**src/rtl/synth_param_ctrl.sv**
```systemverilog
// synth_param_ctrl: user parameter bank (octave, amplitude, ADSR) with
// saturating stepped updates and press-and-hold auto-repeat on the +/- lines.
module synth_param_ctrl #(
  parameter int unsigned HOLD_CYCLES   = 25000000,
  parameter int unsigned REPEAT_CYCLES = 5000000,
  parameter int unsigned STEP          = 8388608,
  parameter int unsigned PARAM_MAX     = 1073741824,
  parameter int unsigned OCT_MAX       = 7
) (
  input  logic        clk,
  input  logic        reset,
  input  logic        octave_plus_plus,
  input  logic        octave_minus_minus,
  input  logic [2:0]  ADSR_selector,
  input  logic        ADSR_plus_plus,
  input  logic        ADSR_minus_minus,
  output logic [2:0]  octave,
  output logic [30:0] amplitude,
  output logic [30:0] attack,
  output logic [30:0] decay,
  output logic [30:0] sustain,
  output logic [30:0] rel,
  output logic        param_changed
);

  localparam int unsigned PW      = 31;
  localparam int unsigned OW      = 3;
  localparam int unsigned CNT_MAX = (HOLD_CYCLES > REPEAT_CYCLES) ? HOLD_CYCLES : REPEAT_CYCLES;
  localparam int unsigned CNT_W   = (CNT_MAX > 1) ? $clog2(CNT_MAX) : 1;

  localparam logic [31:0]      STEP_W      = 32'(STEP);
  localparam logic [31:0]      MAX_W       = 32'(PARAM_MAX);
  localparam logic [31:0]      UP_LIM      = 32'(PARAM_MAX - STEP);
  localparam logic [OW-1:0]    OCT_TOP     = OW'(OCT_MAX);
  localparam logic [OW-1:0]    OCT_RESET   = 3'd4;
  localparam logic [CNT_W-1:0] HOLD_LAST   = CNT_W'(HOLD_CYCLES - 1);
  localparam logic [CNT_W-1:0] REPEAT_LAST = CNT_W'(REPEAT_CYCLES - 1);

  typedef enum logic [1:0] {S_IDLE, S_HOLD, S_REPEAT} eng_state_e;

  eng_state_e       oct_state_q, oct_state_d, adsr_state_q, adsr_state_d;
  logic [CNT_W-1:0] oct_cnt_q, oct_cnt_d, adsr_cnt_q, adsr_cnt_d;
  logic             oct_dir_q, oct_dir_d, adsr_dir_q, adsr_dir_d;
  logic [2:0]       adsr_sel_q, adsr_sel_d;
  logic [OW-1:0]    octave_q, octave_d;
  logic [PW-1:0]    amp_q, amp_d, att_q, att_d, dec_q, dec_d, sus_q, sus_d, rel_q, rel_d;
  logic             param_changed_q, param_changed_d;

  logic oct_up, oct_dn, oct_req, oct_keep, oct_step;
  logic adsr_up, adsr_dn, adsr_req, adsr_keep, adsr_step;
  logic       step_dir;
  logic [2:0] step_sel;

  // Saturating 31-bit step computed in 32-bit width
  function automatic logic [PW-1:0] sat_step(input logic [PW-1:0] v, input logic up);
    logic [31:0] w;
    w = {1'b0, v};
    if (up) return (w > UP_LIM) ? PW'(MAX_W) : PW'(w + STEP_W);
    else    return (w < STEP_W) ? '0 : PW'(w - STEP_W);
  endfunction

  // Request decode; a run continues only while direction and target are unchanged
  always_comb begin
    oct_up    = octave_plus_plus & ~octave_minus_minus;
    oct_dn    = octave_minus_minus & ~octave_plus_plus;
    oct_req   = oct_up | oct_dn;
    oct_keep  = oct_req && (oct_up == oct_dir_q);
    adsr_up   = ADSR_plus_plus & ~ADSR_minus_minus;
    adsr_dn   = ADSR_minus_minus & ~ADSR_plus_plus;
    adsr_req  = (adsr_up | adsr_dn) && (ADSR_selector <= 3'd4);
    adsr_keep = adsr_req && (adsr_up == adsr_dir_q) && (ADSR_selector == adsr_sel_q);
  end

  // Engine state registers
  always_ff @(posedge clk) begin
    if (!reset) begin
      oct_state_q  <= S_IDLE;
      adsr_state_q <= S_IDLE;
    end else begin
      oct_state_q  <= oct_state_d;
      adsr_state_q <= adsr_state_d;
    end
  end

  // Engine next-state logic
  always_comb begin
    oct_state_d  = oct_state_q;
    adsr_state_d = adsr_state_q;
    case (oct_state_q)
      S_IDLE:   if (oct_req) oct_state_d = S_HOLD;
      S_HOLD:   if (!oct_keep) oct_state_d = S_IDLE;
                else if (oct_cnt_q == HOLD_LAST) oct_state_d = S_REPEAT;
      S_REPEAT: if (!oct_keep) oct_state_d = S_IDLE;
      default:  oct_state_d = S_IDLE;
    endcase
    case (adsr_state_q)
      S_IDLE:   if (adsr_req) adsr_state_d = S_HOLD;
      S_HOLD:   if (!adsr_keep) adsr_state_d = S_IDLE;
                else if (adsr_cnt_q == HOLD_LAST) adsr_state_d = S_REPEAT;
      S_REPEAT: if (!adsr_keep) adsr_state_d = S_IDLE;
      default:  adsr_state_d = S_IDLE;
    endcase
  end

  // Engine outputs: counters, latched direction/target and step strobes
  always_comb begin
    oct_cnt_d  = oct_cnt_q;
    oct_dir_d  = oct_dir_q;
    oct_step   = 1'b0;
    adsr_cnt_d = adsr_cnt_q;
    adsr_dir_d = adsr_dir_q;
    adsr_sel_d = adsr_sel_q;
    adsr_step  = 1'b0;
    case (oct_state_q)
      S_IDLE: begin
        oct_cnt_d = '0;
        if (oct_req) begin
          oct_step  = 1'b1;
          oct_dir_d = oct_up;
        end
      end
      S_HOLD, S_REPEAT: begin
        if (!oct_keep) oct_cnt_d = '0;
        else if (oct_cnt_q == ((oct_state_q == S_HOLD) ? HOLD_LAST : REPEAT_LAST)) begin
          oct_step  = 1'b1;
          oct_cnt_d = '0;
        end else oct_cnt_d = oct_cnt_q + CNT_W'(1);
      end
      default: oct_cnt_d = '0;
    endcase
    case (adsr_state_q)
      S_IDLE: begin
        adsr_cnt_d = '0;
        if (adsr_req) begin
          adsr_step  = 1'b1;
          adsr_dir_d = adsr_up;
          adsr_sel_d = ADSR_selector;
        end
      end
      S_HOLD, S_REPEAT: begin
        if (!adsr_keep) adsr_cnt_d = '0;
        else if (adsr_cnt_q == ((adsr_state_q == S_HOLD) ? HOLD_LAST : REPEAT_LAST)) begin
          adsr_step  = 1'b1;
          adsr_cnt_d = '0;
        end else adsr_cnt_d = adsr_cnt_q + CNT_W'(1);
      end
      default: adsr_cnt_d = '0;
    endcase
  end

  // Parameter bank update; only the addressed register moves
  always_comb begin
    octave_d = octave_q;
    amp_d    = amp_q;
    att_d    = att_q;
    dec_d    = dec_q;
    sus_d    = sus_q;
    rel_d    = rel_q;
    step_dir = adsr_dir_d;
    step_sel = adsr_sel_d;
    if (oct_step) begin
      if (oct_dir_d) octave_d = (octave_q >= OCT_TOP) ? OCT_TOP : octave_q + OW'(1);
      else           octave_d = (octave_q == '0) ? '0 : octave_q - OW'(1);
    end
    if (adsr_step) begin
      case (step_sel)
        3'd0:    amp_d = sat_step(amp_q, step_dir);
        3'd1:    att_d = sat_step(att_q, step_dir);
        3'd2:    dec_d = sat_step(dec_q, step_dir);
        3'd3:    sus_d = sat_step(sus_q, step_dir);
        3'd4:    rel_d = sat_step(rel_q, step_dir);
        default: ;
      endcase
    end
    param_changed_d = (octave_d != octave_q) || (amp_d != amp_q) || (att_d != att_q) ||
                      (dec_d != dec_q) || (sus_d != sus_q) || (rel_d != rel_q);
  end

  // Datapath registers
  always_ff @(posedge clk) begin
    if (!reset) begin
      oct_cnt_q       <= '0;
      oct_dir_q       <= 1'b0;
      adsr_cnt_q      <= '0;
      adsr_dir_q      <= 1'b0;
      adsr_sel_q      <= '0;
      octave_q        <= OCT_RESET;
      amp_q           <= PW'(MAX_W);
      att_q           <= PW'(MAX_W);
      dec_q           <= '0;
      sus_q           <= PW'(MAX_W);
      rel_q           <= PW'(MAX_W);
      param_changed_q <= 1'b0;
    end else begin
      oct_cnt_q       <= oct_cnt_d;
      oct_dir_q       <= oct_dir_d;
      adsr_cnt_q      <= adsr_cnt_d;
      adsr_dir_q      <= adsr_dir_d;
      adsr_sel_q      <= adsr_sel_d;
      octave_q        <= octave_d;
      amp_q           <= amp_d;
      att_q           <= att_d;
      dec_q           <= dec_d;
      sus_q           <= sus_d;
      rel_q           <= rel_d;
      param_changed_q <= param_changed_d;
    end
  end

  assign octave        = octave_q;
  assign amplitude     = amp_q;
  assign attack        = att_q;
  assign decay         = dec_q;
  assign sustain       = sus_q;
  assign rel           = rel_q;
  assign param_changed = param_changed_q;

endmodule
```
**config.mk**
```make
export PLATFORM = sky130hd
export DESIGN_NAME = synth_param_ctrl
export DESIGN_NICKNAME = d
export VERILOG_FILES = /design/src/rtl/synth_param_ctrl.sv
export SDC_FILE = /design/constraint.sdc
export NUM_CORES = 1
export LEC_CHECK = 0
export CORE_MARGIN = 3
export CORE_UTILIZATION = 45
export CTS_CLUSTER_DIAMETER = 120
export CTS_CLUSTER_SIZE = 28
export DETAILED_ROUTE_END_ITERATION = 12
export GPL_ROUTABILITY_DRIVEN = 0
export PLACE_DENSITY = 0.78
export SETUP_SLACK_MARGIN = 0.05
export SKIP_LAST_GASP = 1
export SYNTH_ARGS = -nofsm -noshare
export SYNTH_HDL_FRONTEND = slang
export SYNTH_SLANG_ARGS = --single-unit
```
**constraint.sdc**
```tcl
create_clock -name clk -period 4.45 [get_ports clk]
set_input_delay 0.89 -clock clk [delete_from_list [all_inputs] [get_ports clk]]
set_output_delay 0.89 -clock clk [all_outputs]
set_load 0.02 [all_outputs]
```
Word-level counts from Yosys, hierarchy flattened. Index checks and enable logic that the tools add are counted.

Register bits: 218. Bits of input ports: 9. Output and inout port bits: 159.

Add/subtract/negate cells: 14. Order comparisons: 12. Equality and inequality tests: 27. Mux-type cells: 55. Bitwise gates (word level): 15. Reduce and logical (&&, ||, !) cells: 19.

Operators by type and width (number): $mux 31 (25); $add 31x24->31 const B (5); $gt 31x30->1 const B (5); $lt 31x24->1 const B (5); $ne 31x31->1 (5); $sub 31x24->31 const B (5); $add 25x1->25 const B (2); $eq 25x25->1 (2); $eq 25x25->1 const B (2); $mux 25 (2); $mux 3 (6); $mux 2 (8); $pmux 2 s3 (2); $mux 1 (10); $not 1->1 (9); $ne 2x2->1 const B (4); $reduce_or 4->1 (2); $eq 3x2->1 const B (2); $logic_not 3->1 (2); $ne 3x3->1 const B (2); $reduce_and 3->1 (2); $logic_or 1x1->1 (5); $and 1x1->1 (4); $eq 2x1->1 const B (2); other kinds (15) (24).

Longest topological paths before layout.
Depth after elaboration: 15. Depth in mapped cells: 14. Gate-level depth less buffers: 11.

Worst setup path before layout. Ideal clock, no wire load.

Path kind: input-to-reg. Start: input ADSR_minus_minus. End: register param_changed_q (netlist: param_changed). Arrival time: 3.396 ns. Required time: 4.317 ns. Path slack: 0.921 ns. Cell stages on the path: 10. Buffers on the path: 0. Cell sequence: inv_1 -> ha_1 -> nand2b_1 -> o32ai_1 -> nor3_1 -> a32oi_2 -> a41oi_1 -> or4_1 -> nor4_1 -> a31oi_1.

Cells in the longest elaborated chain, start to end: 15.

Ends and longest elaborated chain: start, declared (RTL line 16) `input logic ADSR_minus_minus,`; $not 1->1 (RTL line 68) `adsr_up = ADSR_plus_plus & ~ADSR_minus_minus;`; $and 1x1->1 (RTL line 68); $or 1x1->1 (RTL line 70) `adsr_req = (adsr_up | adsr_dn) && (ADSR_selector <= 3'd4);`; $logic_and 1x1->1 (RTL line 70); $mux 3, or another cell as far along (RTL line 134) `if (adsr_req) begin`; $mux 3, or another cell as far along (RTL line 131) `case (adsr_state_q)`; $logic_not 3->1, or another cell as far along (RTL line 166) `case (step_sel)`; $mux 31 / $pmux 1 s2 (equally long branches) (RTL line 166, 131); $mux 31 (RTL line 165) `if (adsr_step) begin`; $ne 31x31->1 (RTL line 175) `param_changed_d = (octave_d != octave_q) || (amp_d != amp_q) || (att_d != att_q) ||`; $logic_or 1x1->1 (3 in series) (RTL line 175); $logic_or 1x1->1 (RTL line 176) `(dec_d != dec_q) || (sus_d != sus_q) || (rel_d != rel_q);`; $logic_or 1x1->1 * (RTL line 176); end signal, assigned (RTL line 206) `param_changed_q <= param_changed_d;`; end, declared (RTL line 47) `logic param_changed_q, param_changed_d;`.

Mark *: on every way between the ends. The rest lies on a longest branch, timed or not. A chain may end at the register's enable or synchronous reset.

Final worst setup path.
Start: input ADSR_minus_minus. End: register amp_q[18] (netlist: amplitude[18]).

Cells in the longest elaborated chain, start to end: 9.

Ends and longest elaborated chain: $not 1->1 (RTL line 68); $and 1x1->1 (RTL line 68); $or 1x1->1 (RTL line 70); $logic_and 1x1->1 (RTL line 70); $mux 3, or another cell as far along (RTL line 134); $mux 3, or another cell as far along (RTL line 131); $logic_not 3->1, or another cell as far along (RTL line 166); $mux 31 / $pmux 1 s2 (equally long branches) (RTL line 166, 131); $mux 31 * (RTL line 165); end signal, assigned (RTL line 188) `amp_q <= PW'(MAX_W);`; end signal, assigned (RTL line 201) `amp_q <= amp_d;`; end, declared (RTL line 46) `logic [PW-1:0] amp_q, amp_d, att_q, att_d, dec_q, dec_d, sus_q, sus_d, rel_q, rel_d;`.

Marked as above.

==> summary.txt <==
Outcome
  – Run status: complete, no violations

Detailed routing
  – Per-cell routed wire length: ~16 µm
  – Top layer reached by signal wires: met4
  – Met1 wire length: roughly 12 mm
  – Wire length on met2: around 12 mm
  – Wirelength, routed: 26.8 mm
  – Number of DRC violations after detailed-routing iteration 0: roughly 1100
  – Remaining DRCs: 0
  – First-pass detailed-route iteration total: 6
  – Detail Route Antenna Nets: 0
  – Detailed-routed wire length on met3: 2.22 mm
  – Vias after detailed routing: 9593
  – Vias per Instance: 5.73

Worst setup path
  – Buf+Inv Stages, Crit Path: 3
  – Data arrival, critical path: roughly 4.2 ns
  – Endpoint class of the critical path: register
  – Dominant delay contributor by cell family on the critical path: compound AO/OA/AOI/OAI gates
  – Slowest stage delay, CP: between 0.9 and 1 ns
  – Startpoint-to-endpoint class of the critical path: in2reg
  – Worst Path Required: slightly below 5 ns
  – Category of the worst setup path launch point: primary input
  – Maximum fanout count along the critical path: 23
  – CP max stage cell: sky130_fd_sc_hd__a21oi_1
  – CP Cell Sequence: clkdlybuf4s50_1 -> inv_1 -> ha_1 -> buf_4 -> or4b_4 -> a21boi_2 -> nor3_1 -> nor2b_1 -> a21oi_1 -> and2_1

Logic synthesis
  – Proportion of synthesized chip area in sequential cells: 0.413
  – Synthesized net count: between 1000 and 1500
  – Netlist cell types: just over 90
  – Count of warnings emitted by yosys: 0
  – Number of enable flip-flop cells after synthesis: 0
  – Most used flip-flop cell after synthesis: sky130_fd_sc_hd__dfxtp_1
  – Flip-flop and latch count after synthesis: about 220
  – Post-synthesis cell count: around 1200
  – Cell area after technology mapping: ~11000 µm²
  – Post-synth top area share: 0.413
  – Top cells by area in the synthesized netlist: sky130_fd_sc_hd__dfxtp_1 (41%), sky130_fd_sc_hd__and2_1 (7.4%), sky130_fd_sc_hd__nor2_1 (4.8%)
  – Share of synthesized flip-flops with an asynchronous set or reset: 0
  – Post-synth top area cell: sky130_fd_sc_hd__dfxtp_1
  – Average size of a mapped cell: 8.68 µm²

Place
  – Total of buffers placed on input and output ports: between 150 and 200
  – Worst setup timing slack at the placement stage: 0.186 ns
  – DP HPWL: roughly 19 mm

Floorplanning
  – Ports placed on the boundary: between 150 and 200
  – # rows: between 50 and 60
  – Initial Utilization: 0.463
  – Die Area: roughly 25000 µm²
  – X dimension of the die: 159 µm
  – Y dimension of the die: roughly 160 µm
  – Area of the core: between 20000 and 25000 µm²

Clocking
  – Root buffer selected by CTS: sky130_fd_sc_hd__clkbuf_16
  – Clock tree from TritonCTS: built
  – Hold-fix buffers at CTS: 0
  – TritonCTS Buffers: 11
  – Maximum level of the CTS H-tree: 1
  – Sinks on Clock Net: about 220
  – Clock latency at the later pin of the worst-skew pair: approximately 0.47 ns
  – Number of gates given a new drive strength after cts: 0
  – Setup repair bufs after CTS: 0
  – Reg clk slew, reported paths: 0.10 ns
  – Longest Clk Path Bufs: 3

Power
  – Total power: 3.83 mW
  – Maximum vdd ir drop: 0.313 mV
  – Power density relative to cell area: 297 nW/µm²
  – Reported leakage power: ~4.8 nW

Finish
  – # nets final: 1398
  – Number of antenna repair diodes: 0
  – Area delta synth->final: 21.7%
  – Proportion of layout cells with a drive suffix above 1: 0.0544
  – Number of fillers in the final layout: roughly 2000

STA
  – Slew at the pin closest to its max-slew limit: between 1 and 1.5 ns
  – FMAX: between 0.2 and 0.3 GHz
  – Final setup margin: 0.626 ns
  – Accumulated negative setup slack: 0 ns
  – Final Hold Fails: 0
  – Minimum clock period after layout: between 3 and 4 ns
  – Period Utilization, post-route: 0.859
  – Number of endpoints failing setup at the final stage: 0
  – Fin Clk Skew: between 0.015 and 0.02 ns
  – Headroom to the max-slew limit: 0.168
  – Max Slew Vio Count: 0
  – Setup repair after global routing missed its margin: false

GRT
  – GRT Total Usage: 0.201
  – First-pass GRT wire length: 44.4 mm
  – Number of global-route vias before repair: around 9000
  – Initial antenna violation count: 0
  – Largest net degree at the start of global routing: 29
  – Overflow after GRT: 0

Hold path
  – HP Class: reg2reg

Flow run
  – MaxCap Viol Count: 0
-- layout by cell type, fill, tap and decap left out, drive strengths merged, types with 7 or more instances in the layout --
cell type / Yosys / routed
nor2: 136 / 136
dfxtp: 218 / 218
a31oi: 17 / 17
nor3: 32 / 32
and2: 125 / 125
nor4b: 7 / 7
or4: 7 / 7
nand2: 57 / 57
a21oi: 54 / 54
buf: 7 / 25
mux2i: 8 / 8
and3: 27 / 27
inv: 40 / 40
a211oi: 10 / 10
xnor2: 25 / 25
o311ai: 7 / 7
o21a: 9 / 9
o21ai: 43 / 43
nor4: 34 / 34
o221a: 7 / 7
or3: 19 / 19
clkbuf: 55 / 11
mux2: 7 / 7
nor3b: 9 / 9
o2111ai: 7 / 7
clkdlybuf4s50: 0 / 167
xor2: 27 / 27
ha: 27 / 27
o211ai: 11 / 11
nor2b: 8 / 8
nand4: 22 / 22
and4: 8 / 8
nand3: 37 / 37
-- where the power goes --
part	total, mW	switching (mW)	internal (mW)
combinational	0.717	0.410	0.307
clock	1.05	0.600	0.452
sequential	2.06	0.0761	1.98
total	3.83	1.09	2.74
-- metrics by stage --
stage / utilization / hold WS, ns / cells / area (µm²)
floorplan: - / 0.430 / 1219 / 10600
global placement: 0.551 / 0.443 / 1662 / 12600
detailed placement: 0.551 / 0.456 / 1662 / 12600
CTS: 0.564 / 0.482 / 1674 / 12900
global route: 0.564 / 0.505 / 1674 / 12900
finish: 0.564 / 0.477 / 1674 / 12900
-- layer usage --
| metal | up-vias | global-route usage |
|---|---|---|
| li1 | 4687 | - |
| met1 | 4473 | 0.272 |
| met2 | 389 | 0.320 |
| met3 | 44 | 0.0507 |
| met4 | 0 | 0.0577 |
| met5 | - | 0 |
-- cells in the mapped netlist, types with 22 or more instances --
library cell and number:
sky130_fd_sc_hd__dfxtp_1 218, sky130_fd_sc_hd__nor2_1 135, sky130_fd_sc_hd__and2_1 125, sky130_fd_sc_hd__nand2_1 57, sky130_fd_sc_hd__a21oi_1 54, sky130_fd_sc_hd__clkbuf_1 54, sky130_fd_sc_hd__inv_1 40, sky130_fd_sc_hd__o21ai_0 40
sky130_fd_sc_hd__nand3_1 37, sky130_fd_sc_hd__nor4_1 33, sky130_fd_sc_hd__nor3_1 32, sky130_fd_sc_hd__and3_1 27, sky130_fd_sc_hd__ha_1 27, sky130_fd_sc_hd__xor2_1 27, sky130_fd_sc_hd__xnor2_1 25, sky130_fd_sc_hd__nand4_1 22
-- worst register-to-register path, cell delays in order (launching register included) --
cell,delay (ns)
sky130_fd_sc_hd__dfxtp_1,0.45
sky130_fd_sc_hd__inv_1,0.12
sky130_fd_sc_hd__ha_1,0.25
sky130_fd_sc_hd__nor4b_2,0.35
sky130_fd_sc_hd__nand2_1,0.14
sky130_fd_sc_hd__o311ai_1,0.49
sky130_fd_sc_hd__o21ai_0,0.22
sky130_fd_sc_hd__nor4bb_1,0.42
sky130_fd_sc_hd__o211ai_1,0.16
sky130_fd_sc_hd__or4_1,0.42
sky130_fd_sc_hd__nor4_1,0.31
sky130_fd_sc_hd__a31oi_1,0.11
-- worst paths after layout --
kind | cells past startpoint | end | slack [ns] | startpoint
max | 10 | amplitude[18] | 0.63 | ADSR_minus_minus
min | 1 | oct_cnt_q[0] | 0.48 | oct_cnt_q[0]
max reg2reg | 11 | param_changed | 0.89 | rel[24]
min reg2reg | 1 | oct_cnt_q[0] | 0.48 | oct_cnt_q[0]
-- cell type report --
type	count	area, µm²	share of cell area
Clock buffer	11	275	0.0214
Sequential cell	218	4360	0.339
Inverter	41	154	0.0120
Timing Repair Buffer	192	1870	0.145
Multi-Input combinational cell	898	5810	0.451
Tap cell	313	392	0.0304
Clock inverter	1	8.76	0.000680
-- logic make-up (layout without fill, tap and decap cells) --
kind of cell	after synthesis	in the layout	synth area share
AND/OR/NAND/NOR	553	553	0.288
AO/OA/AOI/OAI	251	251	0.171
flip-flops	218	218	0.413
buffers and inverters	103	245	0.0380
XOR/XNOR	52	52	0.0431
adder cells (fa/ha/maj)	27	27	0.0319
multiplexers	15	15	0.0150
-- flip-flops by register name, indices dropped and copies added (netlist names), 2 cells and up --
name	cells
adsr_state_q	2
adsr_sel_q	3
rel	31
oct_cnt_q	25
amplitude	31
oct_state_q	2
adsr_cnt_q	25
octave	3
attack	31
sustain	31
decay	31
(Power assumes the default switching activity.)
